`src/rtl/riscv_ppreg_skid.sv`:
```
// Generic pipeline stage register with valid/ready handshake, 2-entry skid buffer,
// flush and saturating stall counter. Optional trace fields: `define RISCV_PPREG_TRACE_EN.
module riscv_ppreg_skid #(
  parameter int WIDTH     = 64,
  parameter int CNT_W     = 16,
  parameter int FLUSH_CLR = 1
) (
  input  logic             i_riscv_ppreg_clk,
  input  logic             i_riscv_ppreg_rst,
  input  logic             i_riscv_ppreg_flush,
  input  logic             i_riscv_ppreg_valid,
  output logic             o_riscv_ppreg_ready,
  input  logic [WIDTH-1:0] i_riscv_ppreg_data,
  output logic             o_riscv_ppreg_valid,
  input  logic             i_riscv_ppreg_ready,
  output logic [WIDTH-1:0] o_riscv_ppreg_data,
  input  logic             i_riscv_ppreg_cntclr,
`ifdef RISCV_PPREG_TRACE_EN
  input  logic [63:0]      i_riscv_ppreg_pc,
  input  logic [31:0]      i_riscv_ppreg_inst,
  output logic [63:0]      o_riscv_ppreg_pc,
  output logic [31:0]      o_riscv_ppreg_inst,
`endif
  output logic [CNT_W-1:0] o_riscv_ppreg_stallcnt
);

  typedef enum logic [1:0] {
    SEL_HOLD,
    SEL_IN,
    SEL_SKID,
    SEL_ZERO
  } sel_e;

  function automatic logic [CNT_W-1:0] sat_inc(input logic [CNT_W-1:0] v);
    logic [CNT_W-1:0] max_v;
    max_v = '1;
    return (v == max_v) ? v : v + CNT_W'(1);
  endfunction

  logic             main_v_q, main_v_d;
  logic             skid_v_q, skid_v_d;
  logic [WIDTH-1:0] main_d_q, main_d_d;
  logic [WIDTH-1:0] skid_d_q, skid_d_d;
  logic [CNT_W-1:0] cnt_q, cnt_d;

  logic acc, deq;
  sel_e main_sel, skid_sel;

  assign acc = i_riscv_ppreg_valid & ~skid_v_q;
  assign deq = main_v_q & i_riscv_ppreg_ready;

  // Occupancy control: {main_v, skid_v} = 00 EMPTY, 10 BUSY, 11 FULL.
  always_comb begin
    main_v_d = main_v_q;
    skid_v_d = skid_v_q;
    main_sel = SEL_HOLD;
    skid_sel = SEL_HOLD;
    if (i_riscv_ppreg_flush) begin
      main_v_d = 1'b0;
      skid_v_d = 1'b0;
      if (FLUSH_CLR != 0) begin
        main_sel = SEL_ZERO;
        skid_sel = SEL_ZERO;
      end
    end else begin
      unique case ({main_v_q, skid_v_q})
        2'b00: begin
          if (acc) begin
            main_v_d = 1'b1;
            main_sel = SEL_IN;
          end
        end
        2'b10: begin
          if (acc && deq) begin
            main_sel = SEL_IN;
          end else if (acc) begin
            skid_v_d = 1'b1;
            skid_sel = SEL_IN;
          end else if (deq) begin
            main_v_d = 1'b0;
            main_sel = SEL_ZERO;
          end
        end
        2'b11: begin
          if (deq) begin
            skid_v_d = 1'b0;
            main_sel = SEL_SKID;
          end
        end
        default: begin
          // Skid-only occupancy is unreachable; recover to EMPTY.
          main_v_d = 1'b0;
          skid_v_d = 1'b0;
          main_sel = SEL_ZERO;
          skid_sel = SEL_ZERO;
        end
      endcase
    end
  end

  always_comb begin
    main_d_d = main_d_q;
    skid_d_d = skid_d_q;
    unique case (main_sel)
      SEL_IN:   main_d_d = i_riscv_ppreg_data;
      SEL_SKID: main_d_d = skid_d_q;
      SEL_ZERO: main_d_d = '0;
      default:  main_d_d = main_d_q;
    endcase
    unique case (skid_sel)
      SEL_IN:   skid_d_d = i_riscv_ppreg_data;
      SEL_ZERO: skid_d_d = '0;
      default:  skid_d_d = skid_d_q;
    endcase
  end

  always_comb begin
    cnt_d = cnt_q;
    if (i_riscv_ppreg_cntclr) begin
      cnt_d = '0;
    end else if (main_v_q && !i_riscv_ppreg_ready && !i_riscv_ppreg_flush) begin
      cnt_d = sat_inc(cnt_q);
    end
  end

  always_ff @(posedge i_riscv_ppreg_clk) begin
    if (i_riscv_ppreg_rst) begin
      main_v_q <= 1'b0;
      skid_v_q <= 1'b0;
      main_d_q <= '0;
      skid_d_q <= '0;
      cnt_q    <= '0;
    end else begin
      main_v_q <= main_v_d;
      skid_v_q <= skid_v_d;
      main_d_q <= main_d_d;
      skid_d_q <= skid_d_d;
      cnt_q    <= cnt_d;
    end
  end

`ifdef RISCV_PPREG_TRACE_EN
  logic [63:0] main_pc_q, main_pc_d, skid_pc_q, skid_pc_d;
  logic [31:0] main_inst_q, main_inst_d, skid_inst_q, skid_inst_d;

  // Trace fields follow the payload moves but are always cleared on flush.
  always_comb begin
    main_pc_d   = main_pc_q;
    main_inst_d = main_inst_q;
    skid_pc_d   = skid_pc_q;
    skid_inst_d = skid_inst_q;
    if (i_riscv_ppreg_flush) begin
      main_pc_d   = '0;
      main_inst_d = '0;
      skid_pc_d   = '0;
      skid_inst_d = '0;
    end else begin
      unique case (main_sel)
        SEL_IN: begin
          main_pc_d   = i_riscv_ppreg_pc;
          main_inst_d = i_riscv_ppreg_inst;
        end
        SEL_SKID: begin
          main_pc_d   = skid_pc_q;
          main_inst_d = skid_inst_q;
        end
        SEL_ZERO: begin
          main_pc_d   = '0;
          main_inst_d = '0;
        end
        default: begin
          main_pc_d   = main_pc_q;
          main_inst_d = main_inst_q;
        end
      endcase
      unique case (skid_sel)
        SEL_IN: begin
          skid_pc_d   = i_riscv_ppreg_pc;
          skid_inst_d = i_riscv_ppreg_inst;
        end
        SEL_ZERO: begin
          skid_pc_d   = '0;
          skid_inst_d = '0;
        end
        default: begin
          skid_pc_d   = skid_pc_q;
          skid_inst_d = skid_inst_q;
        end
      endcase
    end
  end

  always_ff @(posedge i_riscv_ppreg_clk) begin
    if (i_riscv_ppreg_rst) begin
      main_pc_q   <= '0;
      main_inst_q <= '0;
      skid_pc_q   <= '0;
      skid_inst_q <= '0;
    end else begin
      main_pc_q   <= main_pc_d;
      main_inst_q <= main_inst_d;
      skid_pc_q   <= skid_pc_d;
      skid_inst_q <= skid_inst_d;
    end
  end

  assign o_riscv_ppreg_pc   = main_pc_q;
  assign o_riscv_ppreg_inst = main_inst_q;
`endif

  assign o_riscv_ppreg_valid    = main_v_q;
  assign o_riscv_ppreg_data     = main_d_q;
  assign o_riscv_ppreg_ready    = ~skid_v_q;
  assign o_riscv_ppreg_stallcnt = cnt_q;

endmodule

```
`config.mk`:
```
export PLATFORM = sky130hd
export DESIGN_NAME = riscv_ppreg_skid
export DESIGN_NICKNAME = d
export VERILOG_FILES = /design/src/rtl/riscv_ppreg_skid.sv
export SDC_FILE = /design/constraint.sdc
export NUM_CORES = 1
export LEC_CHECK = 0
export CAP_MARGIN = 20
export CORE_MARGIN = 4
export CORE_UTILIZATION = 45
export DETAILED_ROUTE_END_ITERATION = 6
export PLACE_DENSITY = 0.75
export SLEW_MARGIN = 20
export SYNTH_ARGS = -nofsm -noshare
export SYNTH_HDL_FRONTEND = slang
export SYNTH_SLANG_ARGS = --single-unit
```
`constraint.sdc`:
```
create_clock -name i_riscv_ppreg_clk -period 1.9 [get_ports i_riscv_ppreg_clk]
set_input_delay 0.38 -clock i_riscv_ppreg_clk [delete_from_list [all_inputs] [get_ports i_riscv_ppreg_clk]]
set_output_delay 0.38 -clock i_riscv_ppreg_clk [all_outputs]
set_load 0.02 [all_outputs]
```
---- After elaboration in Yosys (flattened, before gate mapping) ----
Index checks and enable logic that the tools add are counted.
word-level totals
  bits in registers ....................... 146
  input port bits ......................... 70
  output and inout port bits .............. 82
  logic and storage cells ................. 59
operators by class
  $add $sub $neg .......................... 1
  eq/ne operators ......................... 14
  multiplexer cells ....................... 19
  bitwise logic cells ..................... 6
  reductions and logical operators ........ 14
operator list
  operator               number
  $pmux 64 s3            1
  $pmux 64 s2            1
  $add 16x1->16 const B  1
  $eq 16x16->1 const B   1
  $mux 2                 6
  $ne 2x2->1 const B     6
  $eq 2x2->1 const B     5
  $mux 1                 7
  $pmux 1 s3             2
  $pmux 2 s3             1
  $reduce_or 2->1        3
  $reduce_and 5->1       1
  $eq 2x1->1 const B     2
  $not 1->1              4
  $pmux 2 s2             1
  $reduce_and 4->1       1
  $logic_and 1x1->1      3
  $reduce_bool 3->1      1
  $and 1x1->1            2
  $logic_not 1->1        2
  $logic_not 2->1        1
  $reduce_and 2->1       1
  $reduce_bool 2->1      1

---- Longest topological paths before layout ----
Gate-level depths: netlist (run 1).
  word-level depth ........................ 8
  depth in mapped cells ................... 6
  mapped depth without buffers ............ 5

---- Least setup slack after synthesis (run 1) ----
No wires, ideal clock.
  path type ............................... input -> register
  from .................................... in i_riscv_ppreg_flush
  to ...................................... reg cnt_q[5], in the netlist o_riscv_ppreg_stallcnt[5]
  library setup time ...................... 128 ps
  arrival time ............................ 1518 ps
  required time ........................... 1772 ps
  slack ................................... 254 ps
  cell stages on the path ................. 6
  path buffers ............................ 1
  path through ............................ buf_2 > or3b_1 > nor4_1 > o21ai_1 > xor2_1 > nor2_1
between the ends
  word-level cells in the longest chain between the ends .. 3
ends and longest elaborated chain
  element                            RTL line  text
  start, declared                    10        input logic i_riscv_ppreg_flush,
  $logic_not 1->1                    121       end else if (main_v_q && !i_riscv_ppreg_ready && !i_riscv_ppreg_flush) begin
  $logic_and 1x1->1                  121
  $reduce_and 2->1 (no source line)  n/a
  end signal, assigned               138       cnt_q <= cnt_d;
  end, declared                      44        logic [CNT_W-1:0] cnt_q, cnt_d;
Every way passes these cells.
A chain may end at the register's enable or synchronous reset.

---- Final worst setup path (run 1) ----
  from .................................... reg cnt_q[8], in the netlist o_riscv_ppreg_stallcnt[8]
  to ...................................... out o_riscv_ppreg_stallcnt[8]
RTL lines
  element        RTL line  text
  end, declared  24        output logic [CNT_W-1:0] o_riscv_ppreg_stallcnt
No word-level cell between the ends.

==> metrics.md, run 1 <==
| Metric | Value |
|---|---|
| Placed cell area | roughly 0.0074 sq mm |
| Die W | around 120 um |
| Die height | 121 um |
| Worst skew pair latency | 0.42 ns |
| Post-Syn Area | about 0.0057 sq mm |
| Maximum VDD drop | 0.731 mV |
| Slowest CP cell | clkdlybuf4s50_1 |
| Clk sinks | between 100 and 150 |
| Hold Slack | between 0.3 and 0.4 ns |
| Final Cycle Share | between 90 and 100% |
| Setup Skew | roughly 0.0072 ns |
| Post-synthesis adder-cell area fraction | 0.219% |
| Max cap viols | 0 |
| Lkg Pwr | 0.00297 uW |
| Share of layout cells above drive strength 1 | 8.95% |
| Flops & latches, synth | between 100 and 150 |
| Die area | 0.0145 sq mm |
| Setup crit end kind | primary output |
| Yosys top cell area share | about half |
| Biggest cell delay along the critical path | between 0.6 and 0.7 ns |
| Largest area contributor in the synthesized netlist | dfxtp_1 |
| Layout overhead on the synthesized area | 40.3% |
| Number of CTS-inserted buffers | 17 |
| CP Cell Sequence | clkdlybuf4s50_1 |
| Cell family with most CP delay | buffers and inverters |
| N_diodes | 0 |
| Unrepaired setup endpoints after global routing | false |
| Final critical-path required period | approximately 1.8 ns |
| Tot Pwr | between 7000 and 8000 uW |
| DRC Markers | 0 |
| Worst slew pin tran | slightly below 0.7 ns |
| IO buf count | 151 |
| Final wirelength | 16.2 mm |
| Number of global-route vias before repair | 5,070 |
| Req. time, crit path | between 1.5 and 2 ns |
| Post-synthesis compound-gate area fraction | approximately 22% |
| Pins over their slew limit | 0 |
| Hold Vio Cnt, Final | 0 |
| Buffers and inverters on the worst path | 1 |
| Startpoint Class | flip-flop |
| Setup CP Type | flip-flop to primary output |
| Site row count | 40 |
| Final Core Density | roughly two thirds |
| FMAX | ~550 MHz |
| Hpwl dp | a little over 10 mm |
| Post-synthesis mux area share | 0.176% |
| Xor/xnor share of the synthesized area | about 1.4% |
| Cell area after layout | ~0.0080 sq mm |
| Clock Tree Buf Depth | 2 |
| Hold bufs inserted after CTS | 0 |
| Largest family of logic cells by synthesized area | compound AO/OA/AOI/OAI gates |
| Initial antenna violation count | 0 |
| Core box area | about 0.012 sq mm |
| Post-synth net total | between 600 and 700 |
| DR vias | 5,445 |
| CTS root buf | clkbuf_16 |
| Clk pin slew, worst setup/hold paths | ~0.06 ns |
| CP max FO | 7 |
| H-Tree Depth | 4 |
| Most frequent cells in the layout | dfxtp_1, clkdlybuf4s50_1, nor2_1 |
| Library cells used by synthesis | between 40 and 50 |
| Post-CTS setup buffer count | 0 |
| Synth warn | 0 |
| Antenna-violating nets left | 0 |
| Vias/cell | 5.87 |
| Critical path arrival | between 1 and 1.5 ns |
| Final setup viols | 0 |
| Status | finished, final reports clean |
| CTS tree | built |
| Sequential element share of the synthesized area | 51.3% |
| Cell Pwr Density | 915 mW/mm^2 |
| First-pass GRT wire length | 25.9 mm |
| Largest net degree at the start of global routing | 67 |
| Commonest non-fill, non-tap cell in the layout | dfxtp_1 |
| Gpl congestion | 0.803 |
| Ranking of synthesized cells by area | dfxtp_1, nor2_1, a221oi_1 |
| Synth Area in Simple Gates | 19.3% |
| Total global routing overflow | 0 |
| Slew margin rel. | 54.5% |
| DR WL/cell | roughly 17 um |
| GR Util All Layers | between 20% and 30% |
| Initial Util | a little under half |
| Post-Syn Area per Cell | between 9 and 10 sq um |
| HP Class | input port to flip-flop |
| NumNets Final | about 800 |
| Cell count after synthesis | 612 |
| DR pass1 iterations | 5 |
| DRT iter0 DRCs | around 670 |
| Ports | 152 |
==> through the flow <==
stage | worst slack (ns) | setup TNS [ns] | std cells
6_report | 0.0705 | 0 | 928
3_5_place_dp | -0.183 | -19.85 | 897
4_1_cts | 0.00821 | 0 | 928
5_1_grt | 0.0105 | 0 | 928
3_3_place_gp | -0.171 | -18.03 | 897
2_1_floorplan | 0.254 | 0 | 612
==> final timing paths <==
check                                                            start                                      to  slack, ns  cells after the start
worst min register to register     o_riscv_ppreg_data[25]$_SDFFE_PP0P_     o_riscv_ppreg_data[25]$_SDFFE_PP0P_       0.49                      2
worst max-delay path            o_riscv_ppreg_stallcnt[8]$_SDFFE_PP0P_               o_riscv_ppreg_stallcnt[8]       0.07                      1
worst min-delay path                                 i_riscv_ppreg_rst  o_riscv_ppreg_stallcnt[2]$_SDFFE_PP0P_       0.34                      3
worst max register to register        o_riscv_ppreg_valid$_SDFFE_PP0P_      o_riscv_ppreg_data[8]$_SDFFE_PP0P_       0.23                      5
==> layer usage <==
metal | vias to the layer above | GRT usage (%) | wire length [um]
met4 | 0 | 8.71 | 285
li1 | 2535 | - | -
met1 | 2645 | 27.9 | 6940
met3 | 22 | 6.69 | 1240
met5 | - | 0 | 0
met2 | 243 | 35.3 | 7770
==> Yosys cell counts <==
cell type  count
a21o_1         2
o21ai_1        1
or3_4          1
or2_2          1
a21oi_1        3
ha_1           1
nor2_1       140
a31oi_1        1
nand2_1        7
xnor2_1        2
a221oi_1      55
or3_1          3
nor2_4         1
o22ai_1        1
a22oi_1       64
nor4_1         1
dfxtp_1      146
nor3b_2        1
o21ai_2        1
clkbuf_4       2
a211oi_1       2
buf_2         24
nand2b_1       3
a221oi_2       9
or4_1          2
a21oi_4        2
xor2_1         7
nor3_1        65
o21ai_0        5
nand3_1        7
inv_1          4
clkbuf_1      24
o211ai_1       3
mux2i_1        1
a21oi_2        1
nand4_1        4
and4_1         4
buf_6          6
or3b_1         1
and3_1         2
a21bo_2        1
nor3b_1        1
==> final cells by class <==
type	count	area, sq um
fill	1016	4210
sequential	146	2920
multi-input combinational	406	2490
timing repair buffer	173	1820
clock buffer	26	489
tap	168	210
clock inverter	5	52.6
inverter	4	15.0
==> state kept, by name, indices dropped and copies added (netlist names) <==
name,cells
o_riscv_ppreg_data,64
skid_d_q,64
o_riscv_ppreg_valid,1
o_riscv_ppreg_stallcnt,16
skid_v_q,1
==> where the power goes <==
group / internal [uW] / total (uW) / leakage [uW] / switching, uW
registers: 3170 / 3230 / 0.00119 / 62.0
clock network: 1890 / 3080 / 0.000264 / 1190
logic: 478 / 1010 / 0.00152 / 530
total: 5540 / 7320 / 0.00297 / 1780
==> logic make-up after synthesis <==
family | after synthesis
adder cells (fa/ha/maj) | 1
multiplexers | 1
AND/OR/NAND/NOR | 244
flip-flops | 146
AO/OA/AOI/OAI | 151
XOR/XNOR | 9
buffers and inverters | 60
==> what timing repair did <==
action | in CTS | in global routing
cloned | 0 | 0
pin swaps | 0 | 0
resized for setup | 2 | 6
setup endpoints to repair | 2 | 6
(Power assumes the default switching activity.)
==> run 2: changes to the inputs <==
Settings changed: CORE_ASPECT_RATIO set to 0.75, REMOVE_ABC_BUFFERS set to 1.
==> metrics.md, run 2 (synthesized netlist as in run 1, its figures left out) <==
| Metric | Value |
|---|---|
| Status | finished, final reports clean |
| Final Core Density | between 60% and 70% |
| Maximum VDD drop | about 0.66 mV |
| Slowest CP cell | clkdlybuf4s50_1 |
| IO buf count | ~150 |
| DR pass1 iterations | 5 |
| Number of CTS-inserted buffers | 17 |
| Placed cell area | ~0.0075 sq mm |
| Hold Slack | ~0.43 ns |
| Final wirelength | between 15 and 20 mm |
| First-pass GRT wire length | about 27 mm |
| NumNets Final | 823 |
| Die height | approximately 110 um |
| N_diodes | 0 |
| DR WL/cell | about 17 um |
| Core box area | between 0.01 and 0.015 sq mm |
| GR Util All Layers | approximately 22% |
| DR vias | 5,405 |
| Ports | 152 |
| Final Cycle Share | 96.8% |
| Unrepaired setup endpoints after global routing | false |
| Min-delay src | i_riscv_ppreg_rst |
| Slew margin rel. | a little under two thirds |
| Pins over their slew limit | 0 |
| Initial antenna violation count | 0 |
| Gpl congestion | 0.854 |
| DRC Markers | 0 |
| Biggest cell delay along the critical path | roughly 0.66 ns |
| Startpoint Class | flip-flop |
| Worst skew pair latency | 0.41 ns |
| Max cap viols | 0 |
| Critical path arrival | 1.46 ns |
| FMAX | between 500 and 600 MHz |
| CTS tree | built |
| Worst slew pin tran | ~0.54 ns |
| Hpwl dp | ~11 mm |
| Clk sinks | approximately 150 |
| Req. time, crit path | about 1.5 ns |
| Site row count | 35 |
| Setup Skew | ~0.0073 ns |
| Antenna-violating nets left | 0 |
| Reg-to-reg startpoint | o_riscv_ppreg_valid$_SDFFE_PP0P_ |
| Final setup viols | 0 |
| Cell Pwr Density | about 920 mW/mm^2 |
| Final critical-path required period | 1.84 ns |
| Number of global-route vias before repair | 5,305 |
| Layout overhead on the synthesized area | 41.3% |
| Buffers and inverters on the worst path | 1 |
| Commonest non-fill, non-tap cell in the layout | dfxtp_1 |
| Total global routing overflow | 0 |
| HP Class | input port to flip-flop |
| CP Cell Sequence | clkdlybuf4s50_1 |
| DRT iter0 DRCs | 506 |
| Vias/cell | 5.81 |
| Post-CTS setup buffer count | 0 |
| Cell area after layout | approximately 0.0081 sq mm |
| Cell family with most CP delay | buffers and inverters |
| Most frequent cells in the layout | dfxtp_1, clkdlybuf4s50_1, nor2_1 |
| Setup TNS | 0 ns |
| H-Tree Depth | 4 |
| Die area | between 0.01 and 0.015 sq mm |
| Clock Tree Buf Depth | 2 |
| Hold bufs inserted after CTS | 0 |
| Largest net degree at the start of global routing | ~130 |
| Tot Pwr | 7400 uW |
| Setup CP Type | flip-flop to primary output |
| CTS root buf | clkbuf_16 |
| Die W | 138 um |
| Crit path from | o_riscv_ppreg_stallcnt[14]$_SDFFE_PP0P_ |
| Initial Util | 46.2% |
| Clk pin slew, worst setup/hold paths | 0.06 ns |
| CP max FO | 4 |
| Share of layout cells above drive strength 1 | around a tenth |
| Lkg Pwr | around 0.0030 uW |
| Hold Vio Cnt, Final | 0 |
| Setup crit end kind | primary output |
## run 2: path summary, 6_finish.rpt
check	end	slack, ns	cells after the start
worst max-delay path	o_riscv_ppreg_stallcnt[14]	0.06	1
worst max register to register	o_riscv_ppreg_data[36]$_SDFFE_PP0P_	0.19	5
worst min register to register	o_riscv_ppreg_data[48]$_SDFFE_PP0P_	0.49	2
worst min-delay path	o_riscv_ppreg_stallcnt[6]$_SDFFE_PP0P_	0.43	4
## run 2: final cells by class
cell class | instances | area (sq um)
tap | 166 | 208
sequential | 146 | 2920
multi-input combinational | 406 | 2490
timing repair buffer | 177 | 1860
inverter | 4 | 15.0
clock buffer | 17 | 425
fill | 997 | 4290
clock inverter | 15 | 141
## run 2: metal layers
layer / vias up / global-route usage, % / part of all wire, %
met1: 2599 / 31.4 / 44
met5: - / 0 / 0
met2: 242 / 35.1 / 47
met3: 18 / 4.34 / 8.0
met4: 0 / 7.19 / 1.2
li1: 2546 / - / -
## run 2: power breakdown
part	switching (uW)	total (uW)	internal, uW
Sequential	69.0	3240	3170
Combinational	524	1010	483
Clock	1430	3160	1730
## run 2: timing repair
item,in CTS,in global routing
cloned,0,0
endpoints found under the setup margin,2,7
resized for setup,2,7
## run 2: per-stage QoR
step / std cells / worst slack (ns)
2_1_floorplan: 556 / -1.17
3_3_place_gp: 899 / -0.172
3_5_place_dp: 899 / -0.233
4_1_cts: 931 / 0.0108
5_1_grt: 931 / 0.0177
6_report: 931 / 0.0617
==> RTL edit 1 (flow settings as in run 1) <==
`FLUSH_CLR`: 1 -> 0.
--- a/src/rtl/riscv_ppreg_skid.sv
+++ b/src/rtl/riscv_ppreg_skid.sv
@@ -4,5 +4,5 @@
   parameter int WIDTH     = 64,
   parameter int CNT_W     = 16,
-  parameter int FLUSH_CLR = 1
+  parameter int FLUSH_CLR = 0
 ) (
   input  logic             i_riscv_ppreg_clk,
Function: changed (Yosys sat finds a counterexample within 4 cycles, from zero or initial values and one cycle with i_riscv_ppreg_rst high).
==> RTL edit 1 against run 1 <==
The flow now finishes with violations (DRC); combinational power fell by 32%; final area fell by 0.97%; wire length fell by 1.4%; worst setup slack got worse by 0.050 ns; sequential cell count did not move; total power fell by 0.32%; critical path type unchanged; count of clock-buffer cells in the layout fell by 7; area after synthesis fell by 6.3%.
==> RTL edit 1: results (changes against run 1) <==
cts-buffers-inserted: 17  # unchanged
place_inst: 867  # -3.3%
synth-xor-area-share_pct: 0.164  # -1.2 points
pwr-share-clk_pct: 46.9  # +4.9 points
io_buffers: 151  # unchanged
hold_class: "primary input to flip-flop"
clk_latency_ns: 0.42  # about the same
synth_compound_area_share_pct: 23.3  # +1.0 points
ctsLongestPathBuffers: 2  # unchanged
grt_pass1_wl_mm: 25.1  # -3.0%
route.layer.met1.wl_mm: 6.87  # -1.0%
seq_area_frac_synth_pct: 54.7  # +3.4 points
nFillCells: 884  # -13%
status: "finished with violations"
grt_use_met1_pct: 30.6  # +2.6 points
synth_top_cells_by_count: "dfxtp_1 (146), nor2_1 (104), nand2_1 (72), a222oi_1 (64), clkbuf_1 (47)"
gp_congestion: 0.790  # -1.7%
postRouteAntennaNets: 0  # unchanged
cpPeakStageDelay_ns: 0.65
postCtsSetupBuffers: 0  # unchanged
cp_slowest_cell: "clkdlybuf4s50_1"
drtIter0Drc: 893  # +34%
violations: "DRC"
worst_pin_slew_ns: 0.610  # -0.0727 ns
first_global_vias: 5170  # +2.0%
synth_nets: 654  # -4.2%
totalWireLength_mm: 16.0  # -1.4%
dp.final_hpwl_mm: 10.4  # +1.3%
ir_drop_mv: 0.708  # -3.2%
dr_wl_met2_mm: 7.72  # -0.58%
remaining_drc_errors: 6  # +6
arrival_ns: 1.50  # +0.05 ns
syn-instance-count: 583  # -4.7%
nets: 814  # -0.61%
p_seq_w: 0.00318  # -2%
wl_met3_mm: 1.18  # -4.8%
synth_cell_types: 36  # -14%
vias: 5384  # -1.1%
met3_usage_pct: 6.32  # -0.36 points
grt.total_usage_pct: 23.1  # +1.1 points
drive_above_1_share_pct: 11.0  # +2.0 points
grt_use_met2_pct: 36.3  # +0.91 points
dr.pass1.iters: 7  # +2
critPathTopFamily: "buffers and inverters"
p_sw_w: 0.00167  # -5.9%
synthMuxAreaShare_pct: 0  # -0.18 points
crit_fanout: 6  # -1
root_buffer: "clkbuf_16"
grt_max_degree: 57  # -15%
synthAdderAreaFrac_pct: 0.234  # +0.015 points
skew_ns: 0.00703  # -0.000166 ns
place_ws_ns: -0.384  # -0.201 ns
p_leak_nw: 2.92  # -1.8%
avgRoutedWirePerCell_um: 17.8  # +1.8%
synth_area_leaders: "dfxtp_1 (55%), a222oi_1 (12%), nor2_1 (7.3%)"
path_clk_slew_ns: 0.06  # about the same
==> RTL edit 1: cell types whose count changed after synthesis, moves of 5 or more <==
cell | run 1 | this run
nor3_1 | 65 | 8
nor2_1 | 140 | 104
buf_2 | 24 | 1
o31ai_1 | 0 | 6
a22oi_1 | 64 | 32
a21oi_1 | 3 | 42
a222oi_1 | 0 | 64
nand2_1 | 7 | 72
a221oi_1 | 55 | 0
xor2_1 | 7 | 1
a221oi_2 | 9 | 0
buf_6 | 6 | 1
clkbuf_1 | 24 | 47
==> RTL edit 1: per-stage QoR <==
step                      power [W]  util [%]  cell area (um^2)  TNS (ns)
after floorplan             0.00353         -              5360    -0.219
after global placement      0.00392      63.3              7290    -31.04
after detailed placement    0.00393      63.3              7290    -34.19
after CTS                   0.00733      68.5              7890         0
after global routing        0.00753      68.8              7920         0
final                       0.00729      68.8              7920         0
==> RTL edit 1: final timing paths <==
path | from | slack, ns | depth (start not counted) | to
setup / recovery | o_riscv_ppreg_stallcnt[6] | 0.02 | 1 | o_riscv_ppreg_stallcnt[6]
hold / removal | i_riscv_ppreg_rst | 0.29 | 3 | o_riscv_ppreg_stallcnt[13]
hold reg to reg | skid_d_q[58] | 0.46 | 2 | skid_d_q[58]
setup reg to reg | o_riscv_ppreg_stallcnt[1] | 0.18 | 7 | o_riscv_ppreg_stallcnt[14]
==> RTL edit 1: cell type report <==
cell class / instances / area share, %
Inverter: 4 / 0.190
Tap cell: 143 / 2.26
Sequential cell: 146 / 36.9
Clock buffer: 19 / 5.72
Multi-Input combinational cell: 384 / 28.6
Clock inverter: 13 / 1.99
Timing Repair Buffer: 190 / 24.3
==> RTL edit 1: repair_timing <==
action | CTS | global route
endpoints found under the setup margin | 3 | 14
pin swaps | 0 | 1
resized for setup | 3 | 10
==> RTL edit 2 (settings of run 1) <==
Made on the original files. Register the output `o_riscv_ppreg_stallcnt` once more, with the module's reset; this adds one clock of latency there. The other outputs are not delayed to match.
--- a/src/rtl/riscv_ppreg_skid.sv
+++ b/src/rtl/riscv_ppreg_skid.sv
@@ -212,5 +212,11 @@
   assign o_riscv_ppreg_data     = main_d_q;
   assign o_riscv_ppreg_ready    = ~skid_v_q;
-  assign o_riscv_ppreg_stallcnt = cnt_q;
+  always_ff @(posedge i_riscv_ppreg_clk) begin
+    if (i_riscv_ppreg_rst) begin
+      o_riscv_ppreg_stallcnt <= '0;
+    end else begin
+      o_riscv_ppreg_stallcnt <= cnt_q;
+    end
+  end
 
 endmodule
Check against the original RTL: not equivalent (Yosys sat finds a counterexample within 4 cycles, from zero or initial values and one cycle with i_riscv_ppreg_rst high).
==> RTL edit 2 against run 1 <==
Clock skew decreased by 0.0012 ns; register-to-register slack worse by 0.08 ns; largest power group unchanged; sequential cell count up 16; total power rose by 11%; area after synthesis increased by 7.7%; final area up 6.2%; wire length up 2.1%; combinational power barely moved; worst setup slack improved by 0.018 ns; global-route usage shrank 1.3 points.
==> RTL edit 2: results (changes against run 1) <==
clk_latency_ns: 0.42  # about the same
grt.total_usage_pct: 20.8  # -1.3 points
first_global_vias: 5330  # +5.1%
seq_area_frac_synth_pct: 52.8  # +1.6 points
p_leak_nw: 3.08  # +3.4%
grt_max_degree: 148  # +120%
drive_above_1_share_pct: 8.96  # +0.017 points
place_ws_ns: -0.330  # -0.147 ns
synth_top_area_share_pct: 52.8  # +1.6 points
area_growth_pct: 38.5
grt_pass1_wl_mm: 26.8  # +3.6%
synth_nets: 716  # +4.8%
arrival_ns: 1.43  # -0.02 ns
postRouteAntennaNets: 0  # unchanged
switching_share_pct: 23.3  # -1.0 points
dp.final_hpwl_mm: 10.6  # +2.6%
finalNonFillerCells: 968  # +4.3%
syn_avg_cell_area_um2: 9.51  # +2.2%
root_buffer: "clkbuf_16"
gp_congestion: 0.777  # -3.3%
ir_drop_mv: 0.518  # -29%
status: "finished clean"
skew_ns: 0.00604  # -0.00115 ns
place_inst: 936  # +4.3%
cts-buffers-inserted: 17  # unchanged
crit_fanout: 2  # -5
vias: 5551  # +1.9%
totalWireLength_mm: 16.6  # +2.1%
drtIter0Drc: 567  # -15%
reg2reg_depth: 5  # unchanged
nFillCells: 1076  # +5.9%
synth_cell_types: 44  # +4.8%
synth_top_cells_by_count: "dfxtp_1 (162), nor2_1 (141), nor3_1 (65), a22oi_1 (64), a221oi_1 (55)"
nets: 850  # +3.8%
synth_area_leaders: "dfxtp_1 (53%), nor2_1 (8.6%), a221oi_1 (7.8%)"
dpl_cell_area_um2: 7880  # +5.8%
worst_pin_slew_ns: 0.687  # +0.00431 ns
-- RTL edit 2: cell types whose count changed in the layout (fill, tap and decap cells not counted), sizes merged --
cell / change
clkbuf: -4
buf: -1
bufinv: +3
nor2: +1
clkinv: +2
clkdlybuf4s50: +6
dlymetal6s2s: -6
nor2b: +15
dfxtp: +16
-- RTL edit 2: power by group through the flow --
stage	clock, W	sequential (W)	combinational [W]
floorplan	0	0.00375	0.000392
global placement	0	0.00363	0.000991
detailed placement	0	0.00364	0.00101
CTS	0.00363	0.00356	0.00101
global route	0.00378	0.00357	0.00108
finish	0.00356	0.00356	0.00101
-- RTL edit 2: cell type report --
type                    count  share of cell area [%]
repair buffers            172                    21.4
flip-flops and latches    162                    38.2
multi-input cells         422                    30.4
well taps                 176                    2.59
inverters                   4                   0.177
clock inverters            10                    1.84
clock buffers              22                    5.46
-- RTL edit 2: cells by family (layout without fill, tap and decap cells) --
logic type               Yosys count  after routing  synth area share (%)
adder cells (fa/ha/maj)            1              1                 0.204
flip-flops                       162            162                  52.8
XOR/XNOR                           9              9                  1.28
AO/OA/AOI/OAI                    151            151                  20.7
multiplexers                       1              1                 0.163
buffers and inverters             61            208                  5.32
AND/OR/NAND/NOR                  260            260                  19.5
-- RTL edit 2: final timing paths --
check	to	slack, ns	startpoint
setup / recovery	o_riscv_ppreg_data[1]	0.09	o_riscv_ppreg_data[1]
hold / removal	cnt_q[7]	0.36	i_riscv_ppreg_rst
setup reg to reg	o_riscv_ppreg_data[9]	0.15	o_riscv_ppreg_valid
hold reg to reg	o_riscv_ppreg_data[28]	0.49	o_riscv_ppreg_data[28]
-- RTL edit 2: routing by layer --
metal	part of all wire, %	global-route usage (%)	vias up
li1	-	-	2635
met1	43	26.3	2683
met2	48	33.4	207
met3	6.5	5.75	26
met4	1.9	8.64	0
met5	0	0	-
